**config.mk**
```make
export PLATFORM = sky130hd
export DESIGN_NAME = div_unit
export DESIGN_NICKNAME = d
export VERILOG_FILES = /design/src/rtl/div_unit_pkg.sv /design/src/rtl/div_step.sv /design/src/rtl/div_unit.sv
export SDC_FILE = /design/constraint.sdc
export NUM_CORES = 1
export LEC_CHECK = 0
export BUFFER_PORTS_ARGS = -buffer_cell sky130_fd_sc_hd__clkbuf_2
export CAP_MARGIN = 30
export CORE_MARGIN = 3
export CORE_UTILIZATION = 45
export CTS_BUF_LIST = sky130_fd_sc_hd__clkbuf_4 sky130_fd_sc_hd__clkbuf_8
export DETAILED_ROUTE_END_ITERATION = 10
export GPL_ROUTABILITY_DRIVEN = 0
export GPL_TIMING_DRIVEN = 0
export PLACE_DENSITY = 0.68
export SLEW_MARGIN = 20
export SYNTH_ARGS = -nofsm -noshare
export SYNTH_HDL_FRONTEND = slang
export SYNTH_SLANG_ARGS = --single-unit
export TNS_END_PERCENT = 20
```
**constraint.sdc**
```tcl
create_clock -name clk -period 3.7 [get_ports clk]
set_input_delay 0.74 -clock clk [delete_from_list [all_inputs] [get_ports clk]]
set_output_delay 0.74 -clock clk [all_outputs]
set_load 0.005 [all_outputs]
```
**src/rtl/div_unit_pkg.sv**
```systemverilog
// -----------------------------------------------------------------------------
// div_unit_pkg
// Shared definitions for the iterative 32-bit divider: FSM state encoding,
// iteration count, datapath widths and a small two's-complement helper.
// Configuration macro: DIV_FAST_ZERO_EN adds the ZERO state used by the
// divide-by-zero shortcut.
// -----------------------------------------------------------------------------
package div_unit_pkg;

  localparam int DATA_W    = 32;
  localparam int RESULT_W  = 64;
  localparam int DIV_STEPS = 32;
  localparam int CNT_W     = 6;

`ifdef DIV_FAST_ZERO_EN
  typedef enum logic [1:0] {
    IDLE   = 2'd0,
    CALC   = 2'd1,
    FINISH = 2'd2,
    ZERO   = 2'd3
  } div_state_t;
`else
  typedef enum logic [1:0] {
    IDLE   = 2'd0,
    CALC   = 2'd1,
    FINISH = 2'd2
  } div_state_t;
`endif

  // Conditionally negate a 32-bit value (two's complement).
  function automatic logic [DATA_W-1:0] neg_if(input logic en,
                                               input logic [DATA_W-1:0] v);
    return en ? (~v + DATA_W'(1)) : v;
  endfunction

endpackage

```
**src/rtl/div_step.sv**
```systemverilog
// -----------------------------------------------------------------------------
// div_step
// One combinational restoring radix-2 division iteration.
// The 64-bit partial remainder holds {remainder, dividend/quotient}; each step
// shifts left by one, trial-subtracts the divisor from the upper half and, if
// it fits, keeps the difference and shifts a 1 quotient bit into bit 0.
// Ports:
//   i_rem     [63:0] partial remainder before the step
//   i_divisor [31:0] divisor magnitude
//   o_rem     [63:0] partial remainder after the step (quotient bit in bit 0)
// -----------------------------------------------------------------------------
module div_step
  import div_unit_pkg::*;
(
  input  logic [RESULT_W-1:0] i_rem,
  input  logic [DATA_W-1:0]   i_divisor,
  output logic [RESULT_W-1:0] o_rem
);

  logic [RESULT_W:0] w_shift;
  logic [DATA_W+1:0] w_diff;
  logic              w_q_bit;

  always_comb begin
    w_shift = {i_rem, 1'b0};
    // The shifted upper half can reach 33 bits; one extra bit holds the borrow.
    w_diff  = {1'b0, w_shift[RESULT_W:DATA_W]} - {2'b00, i_divisor};
    w_q_bit = ~w_diff[DATA_W+1];
    o_rem   = w_q_bit ? {w_diff[DATA_W-1:0], w_shift[DATA_W-1:1], 1'b1}
                      : w_shift[RESULT_W-1:0];
  end

endmodule

```
**src/rtl/div_unit.sv**
```systemverilog
// -----------------------------------------------------------------------------
// div_unit
// Multi-cycle 32-bit DIV/DIVU unit feeding the HI/LO register file.
// start accepted in IDLE (cycle 0), 32 restoring steps in CALC (cycles 1..32),
// result presented with done/hi_we/lo_we in FINISH (cycle 33).
// annul aborts CALC/FINISH and suppresses the write pulse; annul beats start.
// Configuration macro: DIV_FAST_ZERO_EN -- a zero divisor takes the ZERO
// shortcut and finishes in cycle 2 with hi_in=dividend, lo_in=0xFFFFFFFF.
// Ports:
//   clk, rst (async, active-low)
//   start, signed_op, opdata1 (dividend), opdata2 (divisor), annul
//   busy, stall_req, done, hi_we, lo_we
//   hi_in (remainder), lo_in (quotient)
// -----------------------------------------------------------------------------
module div_unit
  import div_unit_pkg::*;
(
  input  logic              clk,
  input  logic              rst,
  input  logic              start,
  input  logic              signed_op,
  input  logic [DATA_W-1:0] opdata1,
  input  logic [DATA_W-1:0] opdata2,
  input  logic              annul,
  output logic              busy,
  output logic              stall_req,
  output logic              done,
  output logic              hi_we,
  output logic              lo_we,
  output logic [DATA_W-1:0] hi_in,
  output logic [DATA_W-1:0] lo_in
);

  div_state_t          r_state;
  div_state_t          w_next;
  logic [RESULT_W-1:0] r_rem;
  logic [DATA_W-1:0]   r_divisor;
  logic [CNT_W-1:0]    r_cnt;
  logic                r_signed;
  logic                r_sign_a;
  logic                r_sign_b;
  logic [DATA_W-1:0]   r_hi;
  logic [DATA_W-1:0]   r_lo;

  logic                w_start_ok;
  logic [RESULT_W-1:0] w_step_rem;
  logic [DATA_W-1:0]   w_quot;
  logic [DATA_W-1:0]   w_remd;

  assign w_start_ok = (r_state == IDLE) & start & ~annul;

  div_step u_div_step (
    .i_rem     (r_rem),
    .i_divisor (r_divisor),
    .o_rem     (w_step_rem)
  );

  // Sign fix-up: quotient negative when signs differ, remainder follows dividend.
  assign w_quot = neg_if(r_signed & (r_sign_a ^ r_sign_b), r_rem[DATA_W-1:0]);
  assign w_remd = neg_if(r_signed & r_sign_a, r_rem[RESULT_W-1:DATA_W]);

  // NOTE: sequential state uses non-blocking (<=) so every register samples
  // pre-edge values; blocking here would create order-dependent races.
  always_ff @(posedge clk or negedge rst) begin
    if (!rst) r_state <= IDLE;
    else      r_state <= w_next;
  end

  // NOTE: every output of this block gets a default first, so no path leaves
  // a signal unassigned and no latch is inferred.
  always_comb begin
    w_next    = r_state;
    busy      = (r_state != IDLE);
    done      = 1'b0;
    unique case (r_state)
      IDLE: begin
        if (w_start_ok) begin
`ifdef DIV_FAST_ZERO_EN
          w_next = (opdata2 == '0) ? ZERO : CALC;
`else
          w_next = CALC;
`endif
        end
      end
      CALC: begin
        if (annul)                                w_next = IDLE;
        else if (r_cnt == CNT_W'(DIV_STEPS - 1))  w_next = FINISH;
      end
`ifdef DIV_FAST_ZERO_EN
      ZERO: begin
        w_next = annul ? IDLE : FINISH;
      end
`endif
      FINISH: begin
        w_next = IDLE;
        done   = ~annul;
      end
      default: w_next = IDLE;
    endcase
    hi_we     = done;
    lo_we     = done;
    stall_req = busy & ~done;
    hi_in     = done ? w_remd : r_hi;
    lo_in     = done ? w_quot : r_lo;
  end

  // NOTE: these are plain registers, not a memory array, so all of them are
  // cleared by reset; an aborted operation leaves nothing behind to complete.
  always_ff @(posedge clk or negedge rst) begin
    if (!rst) begin
      r_rem     <= '0;
      r_divisor <= '0;
      r_cnt     <= '0;
      r_signed  <= 1'b0;
      r_sign_a  <= 1'b0;
      r_sign_b  <= 1'b0;
      r_hi      <= '0;
      r_lo      <= '0;
    end else begin
      if (w_start_ok) begin
        r_signed  <= signed_op;
        r_sign_a  <= signed_op & opdata1[DATA_W-1];
        r_sign_b  <= signed_op & opdata2[DATA_W-1];
        r_divisor <= neg_if(signed_op & opdata2[DATA_W-1], opdata2);
        r_rem     <= {{DATA_W{1'b0}}, neg_if(signed_op & opdata1[DATA_W-1], opdata1)};
        r_cnt     <= '0;
`ifdef DIV_FAST_ZERO_EN
        if (opdata2 == '0) begin
          // Preload the fixed zero-divisor result; no sign fix-up applies.
          r_signed <= 1'b0;
          r_rem    <= {opdata1, {DATA_W{1'b1}}};
        end
`endif
      end else if (r_state == CALC) begin
        r_rem <= w_step_rem;
        r_cnt <= r_cnt + CNT_W'(1);
      end
      if (done) begin
        r_hi <= w_remd;
        r_lo <= w_quot;
      end
    end
  end

endmodule

```
# Yosys cells after proc, flatten, opt, wreduce, memory -nomap -nowiden
# Cells that the tools add are included.
# word_totals
regBits	171
input_bits	69
word_cells	54
# classes
addsub	6
eq_ne	5
n_mux	16
bitwise_logic	14
reduce_logical	4
# ops
cell	count
32-bit 2-to-1 mux	6
64-bit 2-to-1 mux	3
32-bit by 1-bit adder with 32-bit output (second input constant)	4
32-bit NOT	4
33-bit by 32-bit subtractor with 34-bit output	1
6-bit 2-to-1 mux	2
1-bit bitwise AND	7
6-bit by 1-bit adder with 6-bit output (second input constant)	1
6-bit by 5-bit equality test with 1-bit output (second input constant)	1
2-bit 2-to-1 mux	3
2-bit one-hot mux with 2 select lines	1
2-bit nonzero test	2
3-bit inequality test (second input constant)	1
2-bit by 1-bit equality test with 1-bit output (second input constant)	1
2-bit equality test (second input constant)	1
2-bit zero test	1
2-bit inequality test (second input constant)	1
1-bit NOT	2
2-bit AND reduction	1
1-bit 2-to-1 mux	1
1-bit XOR	1

# Logic depth before layout (Yosys ltp)
# Gate-level depths: netlist of the first run.
# logic_depth
depth_word	5
ltp_mapped	13
depth_no_buf	13

# By module
# From an unflattened synthesis of the first run, not the netlist that was laid out.
# hier_totals
cells_unflattened	1494
area_unflattened_um2	11821.3
# by_module_without_submodules
mod	instances	cells_each	area_each_um2
div_unit	1	1091	9215.1
div_step	1	403	2606.2

# Least setup slack after synthesis of the first run
# OpenSTA, ideal clock, no wires.
# synth_path
kind	register to output
startpoint	register r_rem[42]
endpoint	output port hi_in[28]
arrival_time_ns	2.287
t_required_ns	2.960
path_slack_ns	0.673
stages_incl_launch_ff	9
path_buffers	0
path_cell_list	dfrtp_1 or4_4 or3_4 nor3_2 nand2_1 nor4_2 a21oi_1 xnor2_1 a21oi_1
# synth_between
elab_chain_len	4
# synth_rtl
element	line	text
start, declared	div_unit.sv:36	logic [RESULT_W-1:0] r_rem;
start signal, assigned	div_unit.sv:125	r_rem <= {{DATA_W{1'b0}}, neg_if(signed_op & opdata1[DATA_W-1], opdata1)};
start signal, assigned	div_unit.sv:135	r_rem <= w_step_rem;
32-bit NOT	div_unit_pkg.sv:33	return en ? (~v + DATA_W'(1)) : v;
32-bit by 1-bit adder with 32-bit output	div_unit_pkg.sv:33	
32-bit 2-to-1 mux	div_unit_pkg.sv:33	
32-bit 2-to-1 mux	--	
end, declared	div_unit.sv:30	output logic [DATA_W-1:0] hi_in,
# Every way passes these cells.

# Worst setup path in the final report of the first run
# layout_path
startpoint	register r_rem[51]
endpoint	output port hi_in[29]
# The elaborated chain is that of the path after synthesis.

==> summary.txt, run 1 <==
Clock tree
  • CTS Buffer Depth: 2
  • Clock transition at the registers of the reported paths: 100 ps
  • Hold Buf Count CTS: 0
  • Sink Count: 171
  • Root Buffer: clkbuf_8
  • Num CTS Buffers: 17
  • H-tree level count: 4
  • Skew-Pair Late Insertion Delay: 480 ps
  • CTS tree: done

Die
  • Placement row count: 56
  • Die H: 163 um
  • Core Box Area: 23,800 um2
  • IO Pins: roughly 140
  • Die area: around 26,000 um2
  • Die W: 163 um
  • Initial Util: between 40% and 50%

Routing
  • Drt drc: 0
  • Drt first pass iters: 5
  • Initial DRC count: 786
  • WL/cell: 18.0 um
  • Detailed Route WL: about 32,000 um
  • Final ANT Viol Nets: 0
  • Vias/cell: 5.68
  • Via count: 10,100

Synth
  • Netlist Area Pre-Place: 11,000 um2
  • Cell variety after synth: 77
  • Seq/Total Area, Yosys: approximately 39%
  • Ys Warns: 0
  • Most used DFF post-synth: dfrtp_1
  • Synth Register Bits: 171
  • Mapped Cells: 1,275
  • Number of synthesized flops with an enable pin: 0
  • Post-Syn Nets: approximately 1,400
  • Syn avg cell area: 8.65 um2
  • Post-synth ARST share: 100%

Final layout
  • Share of cells above drive strength 1: between 15 and 20%
  • Non-filler cells, final: 1,774
  • Most frequent cells in the layout: dfrtp_1, clkbuf_2, nor2_1
  • Design Area, Final: between 10,000 and 15,000 um2
  • Area Overhead vs Synth: 16.3%
  • Nets@finish: 1,549
  • Commonest non-fill, non-tap cell in the layout: dfrtp_1
  • Antenna diode count: 0
  • Final design utilization: a little over half

Placed design
  • HPWL after DPL: around 24,000 um
  • Post-Place Cells: 1,732
  • Setup WS pre-CTS: 138 ps
  • Placed cell areas: 12,100 um2
  • I/O Buffers: 137

Power and ir drop
  • PwrDens: 670 nW/um2
  • Leakage: 5.75 nW
  • VDD IR-drop max: 0.000276 V
  • Final Total Pwr: 8.58 mW

Timing
  • Worst Skew: roughly 18 ps
  • Final Critical Period: approximately 3700 ps
  • Worst-Margin Slew: 788 ps
  • Final setup margin: -41.3 ps
  • Setup_tns: -85.8 ps
  • # setup viols final: 4
  • FMAX: roughly 270 MHz
  • Max Slew Vio Count: 0
  • RSZ-0062 raised after global routing: true
  • Worst relative slew slack: a little under half
  • Tcrit/Tclk final: 101%
  • Hold Fails Final Rpt: 0
  • WHS: between 200 and 300 ps

Job
  • Max Cap Violations: 0

Global route
  • First-pass GRT wire length: 50,700 um
  • Pin count of the biggest net entering global routing: 90
  • Vias in the first global route: around 9,600
  • Aggregate global routing overflow: 0
  • Initial antenna violation count: 0
  • Tot GR Track Use: 24.0%

Critical path
  • Setup CP Type: reg -> out
  • Worst Path Arrival: 3000 ps
  • WP data required: 2960 ps
  • Endpoint class of the critical path: output port
  • Startpoint types: flip-flop
  • Max FO, Critical Path: 3

Status
  • Status: finished, violations left
  • Failing checks: negative setup slack

Min path
  • Worst min path class: in -> async
kinds of logic (layout without fill, tap and decap cells):
family,Yosys count,after routing,share of synthesized area [%]
AOI/OAI and AO/OA,393,393,21.7
and+or+nand+nor,377,377,16.5
DFF,171,171,38.8
xor gates and xnor gates,149,149,11.8
buffers and inverters,121,301,4.44
adders and majority gates,38,38,4.38
muxes,26,26,2.38
report_power, final:
group          switching (mW)  leakage, nW  total [mW]  internal, mW
sequential              0.588         2.20        2.85          2.26
combinational            2.49         3.34        4.33          1.85
clock                   0.765        0.201        1.40         0.632
sequential cells by signal (all words and copies together) (netlist names):
| name | cells |
|---|---|
| r_signed | 1 |
| r_hi | 32 |
| r_rem | 64 |
| r_state | 2 |
| r_sign_b | 1 |
| r_divisor | 32 |
| r_lo | 32 |
| r_cnt | 6 |
| r_sign_a | 1 |
final cells by class:
cell class	count	area (um2)
inverter	52	195
buffer	68	287
multi-input combinational	983	6440
fill	2201	10900
timing repair buffer	149	805
clock buffer	18	248
sequential	171	4290
clock inverter	14	159
tap	319	399
critical path, cell delays in order (launching register included):
cell and delay, ps:
dfrtp_2 430, or3_1 410, or3_4 350, or3_4 380
nor2_4 130, nand3b_4 110, o41ai_4 220, xor2_1 240
a21oi_2 90, buf_2 160
per-layer routing:
metal	GRT usage (%)	vias up	part of all wire, %
li1	-	4829	-
met1	35.4	4854	47
met2	36.4	347	45
met3	3.56	49	6.4
met4	7.48	0	2.1
met5	0	-	0
worst paths after layout:
check / from / to / slack, ps / depth (start not counted)
worst max-delay path: r_rem[51]$_DFFE_PN0P_ / hi_in[29] / -40 / 9
worst min-delay path: rst / r_lo[16]$_DFF_PN0_ / 300 / 1
worst max register to register: r_rem[31]$_DFFE_PN0P_ / r_rem[60]$_DFFE_PN0P_ / 210 / 13
worst min register to register: r_divisor[14]$_DFFE_PN0P_ / r_divisor[14]$_DFFE_PN0P_ / 490 / 2
max in group asynchronous: rst / r_rem[50]$_DFFE_PN0P_ / 2490 / 2
min in group clk: r_divisor[14]$_DFFE_PN0P_ / r_divisor[14]$_DFFE_PN0P_ / 490 / 2
cell usage after synthesis, types with 5 or more instances:
master / n / area (um2)
xor2_1: 74 / 648
nor2_1: 130 / 488
and3_1: 10 / 62.6
nand3_1: 34 / 170
a21o_1: 12 / 90.1
o21ai_1: 18 / 90.1
xnor2_1: 75 / 657
o21ai_0: 125 / 626
mux2i_1: 24 / 240
and2_1: 8 / 50.1
clkbuf_1: 59 / 221
nor4_1: 10 / 62.6
a21oi_1: 129 / 646
nor3_1: 17 / 85.1
o41ai_1: 10 / 87.6
a31oi_1: 12 / 75.1
inv_1: 52 / 195
a22oi_1: 27 / 203
or3_1: 11 / 68.8
dfrtp_1: 171 / 4280
nand2_1: 104 / 390
ha_1: 37 / 463
o31ai_1: 16 / 120
nand2b_1: 12 / 75.1
or4_1: 7 / 52.6
nand4_1: 5 / 31.3
repair_timing:
item / CTS / global route
pin swaps: 8 / 9
buffers inserted: 4 / 7
setup endpoints to repair: 19 / 26
gates resized for setup: 21 / 38
No activity file was read; power rests on OpenSTA's default activity.
==> inputs of run 2 (changes only) <==
--- a/config.mk
+++ b/config.mk
@@ -13,9 +13,11 @@
 export DETAILED_ROUTE_END_ITERATION = 10
 export GPL_ROUTABILITY_DRIVEN = 0
 export GPL_TIMING_DRIVEN = 0
+export HOLD_SLACK_MARGIN = 0.1
 export PLACE_DENSITY = 0.68
 export SLEW_MARGIN = 20
 export SYNTH_ARGS = -nofsm -noshare
 export SYNTH_HDL_FRONTEND = slang
+export SYNTH_HIERARCHICAL = 1
 export SYNTH_SLANG_ARGS = --single-unit
 export TNS_END_PERCENT = 20
==> summary.txt, run 2 <==
Status
  • Status: completed

Clock tree
  • Skew-Pair Late Insertion Delay: 480 ps
  • CTS tree: done
  • Num CTS Buffers: 17
  • Clock transition at the registers of the reported paths: 110 ps
  • Sink Count: approximately 170
  • H-tree level count: 4
  • Root Buffer: clkbuf_8
  • CTS Buffer Depth: 2

Timing
  • Worst relative slew slack: ~36%
  • Max Slew Vio Count: 0
  • RSZ-0062 raised after global routing: true
  • Worst Skew: roughly 22 ps
  • Worst-Margin Slew: 949 ps
  • # setup viols final: 0
  • FMAX: 272 MHz
  • Final Critical Period: ~3700 ps
  • Tcrit/Tclk final: around 100%
  • Hold Fails Final Rpt: 0

Min path
  • Worst min path class: in -> async

Critical path
  • Setup CP Type: reg -> out
  • CP cell instances: or4_4 > or3_4 > or4_4 > o21ai_2 > xor2_1 > o21ai_2 > clkbuf_2
  • Worst Path Buf+Inv: 1
  • Endpoint class of the critical path: output port
  • Flop-to-flop setup slack: 550 ps
  • FF-to-FF End: r_rem[62]$_DFFE_PN0P_
  • Worst path depth: 7
  • Top delay family on crit path: simple AND/OR/NAND/NOR gates
  • Startpoint types: flip-flop
  • Reg-to-Reg Start: r_rem[31]$_DFFE_PN0P_
  • Reg2Reg Depth: 13
  • Slowest cell on crit path: or4_4
  • Worst Path Arrival: 2940 ps
  • Worst path max stage delay: between 500 and 600 ps
  • WP data required: 2960 ps
  • Max FO, Critical Path: 5

Synth
  • Cell variety after synth: roughly 80
  • Number of synthesized flops with an enable pin: 0
  • Post-synth ARST share: 100%
  • Seq/Total Area, Yosys: ~36%
  • Yosys top cell by area: dfrtp_1
  • Synth Register Bits: around 170
  • Synth top area share: 36.2%
  • Top-count cell post-synth: nand2_1
  • Ys Warns: 6
  • Netlist Area Pre-Place: 11,800 um2
  • Syn avg cell area: 7.91 um2
  • Post-Syn Nets: roughly 1,600
  • Main area contributors after synthesis: dfrtp_1, nand2_1, o21ai_0
  • Most used DFF post-synth: dfrtp_1
  • Mapped Cells: 1,494
  • Most instantiated cells after synthesis: nand2_1, dfrtp_1, o21ai_0

Power and ir drop
  • Leakage: between 6 and 7 nW
  • Switch share: 46.1%
  • Internal: 4.50 mW
  • PwrDens: between 600 and 700 nW/um2
  • Reg power frac: 34.0%
  • Net load switching power: 3.85 mW
  • VDD IR-drop max: between 0.0002 and 0.0003 V
  • Combinational share of power: 51.1%
  • Clk pwr share: 14.9%

Die
  • Core Box Area: 25,500 um2
  • Die H: between 150 and 200 um
  • Die area: 28,300 um2
  • IO Pins: 138
  • Die W: 168 um
  • Placement row count: 58
  • Initial Util: 46.4%

Routing
  • Drt drc: 0
  • Via count: 11,300
  • Final ANT Viol Nets: 0
  • WL/cell: roughly 17 um
  • Detailed Route WL: 34,300 um
  • Drt first pass iters: 5
  • Vias/cell: between 5 and 6
  • Initial DRC count: 1,101

Global route
  • Tot GR Track Use: 23.9%
  • Pin count of the biggest net entering global routing: 94
  • First-pass GRT wire length: between 50,000 and 60,000 um
  • Initial antenna violation count: 0
  • Vias in the first global route: 10,700
  • Aggregate global routing overflow: 0

Placed design
  • Post-Place Cells: 1,962
  • I/O Buffers: 137
  • HPWL after DPL: 26,900 um

Final layout
  • Max reg flops: 64
  • Area Overhead vs Synth: 14.0%
  • Share of cells above drive strength 1: ~16%
  • Nets@finish: ~1,800
  • Final design utilization: 52.9%
  • Commonest non-fill, non-tap cell in the layout: nand2_1
  • Antenna diode count: 0
  • Reg with most FFs: r_rem
  • Most frequent cells in the layout: nand2_1, dfrtp_1, o21ai_0
  • Non-filler cells, final: 1,999
  • Fill count: 2,408

Job
  • Max Cap Violations: 0
==> run 2: how the worst max path moves through the flow <==
stage | slack (ps) | from | to
2_1_floorplan | 780 | r_rem[18]$_DFFE_PN0P_ | lo_in[29]
3_3_place_gp | -1250 | rst | r_lo[13]$_DFF_PN0_
3_5_place_dp | 330 | r_rem[48]$_DFFE_PN0P_ | hi_in[30]
4_1_cts | -20 | r_rem[18]$_DFFE_PN0P_ | lo_in[29]
5_1_grt | -90 | r_rem[20]$_DFFE_PN0P_ | lo_in[29]
6_report | 20 | r_rem[20]$_DFFE_PN0P_ | lo_in[29]
==> run 2: cell families (layout without fill, tap and decap cells) <==
kind of cell | after synthesis | count (layout) | synth area share [%]
and+or+nand+nor | 555 | 555 | 21.0
AOI/OAI and AO/OA | 416 | 416 | 21.1
DFF | 171 | 171 | 36.2
buffers and inverters | 166 | 341 | 6.51
xor gates and xnor gates | 141 | 141 | 10.4
adders and majority gates | 38 | 38 | 4.09
muxes | 7 | 7 | 0.677
==> run 2: cell type report <==
type | instances | area (um2) | area share (%)
inverter | 62 | 233 | 1.73
sequential | 171 | 4290 | 31.8
timing repair buffer | 143 | 759 | 5.63
clock buffer | 20 | 263 | 1.95
tap | 330 | 413 | 3.06
buffer | 104 | 538 | 3.99
clock inverter | 12 | 90.1 | 0.668
multi-input combinational | 1157 | 6900 | 51.2
==> run 2: power groups by stage <==
stage / registers (mW) / clock network, mW / logic [mW]
global placement: 2.79 / 0 / 4.02
floorplan: 2.57 / 0 / 3.16
detailed placement: 2.81 / 0 / 4.07
CTS: 2.79 / 1.27 / 4.12
finish: 2.83 / 1.25 / 4.26
global route: 2.87 / 1.34 / 4.73
==> run 2: what timing repair did <==
action                                  CTS  global route
hold endpoints to repair                  0             0
resized for setup                         9            26
setup buffers                             1             4
pin swaps                                 1             5
endpoints found under the setup margin   18            23
hold buffers                              0             0
==> run 2: routing by layer <==
layer / routed length (um) / GRT usage (%) / up-vias
li1: - / - / 5496
met1: 16700 / 35.9 / 5303
met2: 14900 / 36.6 / 412
met3: 2270 / 3.43 / 45
met4: 509 / 5.62 / 0
met5: 0 / 0 / -
==> run 2: through the flow <==
stage	TNS, ps	total power, mW	setup WS [ps]	cell area [um2]	hold WS, ps
floorplan	0	5.73	776	11800	441
global placement	-211080	6.82	-1250	12900	462
detailed placement	0	6.89	335	13000	463
CTS	-49.9	8.18	-23.8	13400	275
global route	-246	8.94	-89.4	13500	284
finish	0	8.34	16.9	13500	249
==> inputs of run 3 (changes only) <==
--- a/config.mk
+++ b/config.mk
@@ -5,6 +5,7 @@
 export SDC_FILE = /design/constraint.sdc
 export NUM_CORES = 1
 export LEC_CHECK = 0
+export ABC_AREA = 1
 export BUFFER_PORTS_ARGS = -buffer_cell sky130_fd_sc_hd__clkbuf_2
 export CAP_MARGIN = 30
 export CORE_MARGIN = 3
@@ -14,7 +15,7 @@
 export GPL_ROUTABILITY_DRIVEN = 0
 export GPL_TIMING_DRIVEN = 0
 export HOLD_SLACK_MARGIN = 0.1
-export PLACE_DENSITY = 0.68
+export PLACE_DENSITY = 0.67
 export SLEW_MARGIN = 20
 export SYNTH_ARGS = -nofsm -noshare
 export SYNTH_HDL_FRONTEND = slang
==> summary.txt, run 3 <==
Final layout
  • Reg with most FFs: r_rem
  • Max reg flops: between 60 and 70
  • Nets@finish: 2,433
  • Share of cells above drive strength 1: about 14%
  • Area Overhead vs Synth: 11.7%
  • Design Area, Final: 15,400 um2
  • Final design utilization: 51.5%
  • Antenna diode count: 0
  • Most frequent cells in the layout: nand2_1, inv_1, nor2_1
  • Commonest non-fill, non-tap cell in the layout: nand2_1

Synth
  • Post-Syn Nets: 2,276
  • Mapped Cells: 2,169
  • Most instantiated cells after synthesis: nand2_1, inv_1, nor2_1
  • Top-count cell post-synth: nand2_1
  • Synth top area share: 31.0%
  • Number of synthesized flops with an enable pin: 0
  • Yosys top cell by area: dfrtp_1
  • Ys Warns: 6
  • Syn avg cell area: between 6 and 7 um2
  • Netlist Area Pre-Place: 13,800 um2
  • Most used DFF post-synth: dfrtp_1
  • Synth Register Bits: between 150 and 200
  • Cell variety after synth: 52
  • Seq/Total Area, Yosys: roughly 31%
  • Main area contributors after synthesis: dfrtp_1, nand2_1, nand3_1
  • Post-synth ARST share: 100%

Global route
  • First-pass GRT wire length: 68,500 um
  • Vias in the first global route: 13,100
  • Pin count of the biggest net entering global routing: 89
  • Tot GR Track Use: 25.8%
  • Initial antenna violation count: 1
  • Aggregate global routing overflow: 0

Critical path
  • Worst path max stage delay: 460 ps
  • Setup CP Type: reg -> out
  • WP data required: 2960 ps
  • Worst Path Arrival: 2530 ps
  • Endpoint class of the critical path: output port
  • Startpoint types: flip-flop
  • Max FO, Critical Path: 5
  • Crit path top cell by count: nand2_1
  • Top delay family on crit path: simple AND/OR/NAND/NOR gates
  • Worst Path Buf+Inv: 2
  • CP cell instances: inv_1 > ha_1 > nand3_1 > nand2_2 > nand4_1 > nor2_2 > nand2_1 > nand2_1 > nand3_1 > nand2_1 > clkbuf_2
  • Flop-to-flop setup slack: 1030 ps
  • Slowest cell on crit path: dfrtp_1

Routing
  • Initial DRC count: 1,324
  • Drt first pass iters: 6
  • Final ANT Viol Nets: 0
  • WL/cell: about 16 um
  • Detailed Route WL: 42,700 um
  • Drt drc: 0
  • Vias/cell: 5.17
  • Via count: 14,100

Power and ir drop
  • VDD IR-drop max: 0.000400 V
  • Combinational share of power: a little under three fifths
  • Internal: 4.87 mW
  • Leakage: 8.43 nW
  • PwrDens: about 640 nW/um2
  • Reg power frac: 28.6%
  • Net load switching power: around 5 mW
  • Clk pwr share: 14.0%
  • Final Total Pwr: 9.89 mW
  • Switch share: 50.7%

Die
  • Die H: between 150 and 200 um
  • IO Pins: 138
  • Core Box Area: 30,000 um2
  • Die W: approximately 180 um
  • Die area: approximately 33,000 um2
  • Placement row count: 63
  • Initial Util: 46.1%

Timing
  • Max Slew Vio Count: 0
  • Hold Fails Final Rpt: 0
  • Tcrit/Tclk final: 88.3%
  • Worst relative slew slack: 53.3%
  • Final Critical Period: 3270 ps
  • Worst-Margin Slew: between 600 and 700 ps
  • FMAX: just over 300 MHz
  • Final setup margin: about 430 ps
  • Worst Skew: around 29 ps
  • # setup viols final: 0
  • RSZ-0062 raised after global routing: false

Clock tree
  • CTS tree: done
  • Post_cts resized: 0
  • Hold Buf Count CTS: 0
  • CTS Buffer Depth: 2
  • Num CTS Buffers: 17
  • Root Buffer: clkbuf_8
  • H-tree level count: 4
  • Setup bufs post-CTS: 0
  • Clock transition at the registers of the reported paths: 90 ps
  • Sink Count: ~170
  • Skew-Pair Late Insertion Delay: 500 ps

Status
  • Status: completed

Placed design
  • HPWL after DPL: roughly 35,000 um
  • I/O Buffers: 137
  • Placed cell areas: 15,000 um2
  • Setup WS pre-CTS: 871 ps

Min path
  • Worst min path class: in -> async

Job
  • Max Cap Violations: 0
-- run 3: final timing paths --
kind,from,end,cells after the start
setup / recovery,r_rem[32]$_DFFE_PN0P_,hi_in[26],11
hold / removal,rst,r_lo[28]$_DFF_PN0_,1
setup reg to reg,r_rem[31]$_DFFE_PN0P_,r_rem[60]$_DFFE_PN0P_,17
hold reg to reg,r_lo[24]$_DFF_PN0_,r_lo[24]$_DFF_PN0_,2
max in group asynchronous,rst,r_divisor[3]$_DFFE_PN0P_,2
min in group clk,annul,r_state[1]$_DFFE_PN0P_,2
-- run 3: power by group through the flow --
stage | clock, mW | combinational, mW | sequential, mW
floorplan | 0 | 4.28 | 2.60
global placement | 0 | 5.45 | 2.83
detailed placement | 0 | 5.54 | 2.84
CTS | 1.41 | 5.57 | 2.80
global route | 1.48 | 6.41 | 2.88
finish | 1.39 | 5.67 | 2.83
-- run 3: final cells by class --
type	instances	area, um2
multi-input combinational	1631	7870
tap	390	488
clock buffer	18	248
sequential	171	4280
inverter	272	1030
fill	3155	14500
clock inverter	14	155
timing repair buffer	138	722
buffer	95	637
-- run 3: cells by family after synthesis --
| logic type | share of synthesized area [%] |
|---|---|
| AOI/OAI and AO/OA | 8.44 |
| xor gates and xnor gates | 3.93 |
| adders and majority gates | 3.50 |
| buffers and inverters | 12.0 |
| DFF | 31.0 |
| and+or+nand+nor | 41.1 |
-- run 3: stage by stage --
step / setup TNS (ps) / cells / hold WS (ps)
after CTS: 0 / 2729 / 314
final: 0 / 2729 / 283
after global routing: 0 / 2729 / 339
after global placement: -199370 / 2696 / 462
after detailed placement: 0 / 2697 / 465
after floorplan: 0 / 2169 / 444
-- run 3: metal layers --
| layer | up-vias | part of all wire [%] | global-route usage (%) |
|---|---|---|---|
| met4 | 2 | 1.8 | 6.37 |
| met3 | 51 | 8.1 | 4.21 |
| met1 | 6374 | 49 | 39.7 |
| met2 | 540 | 41 | 37.6 |
| li1 | 7150 | - | - |
| met5 | - | 0.030 | 0 |
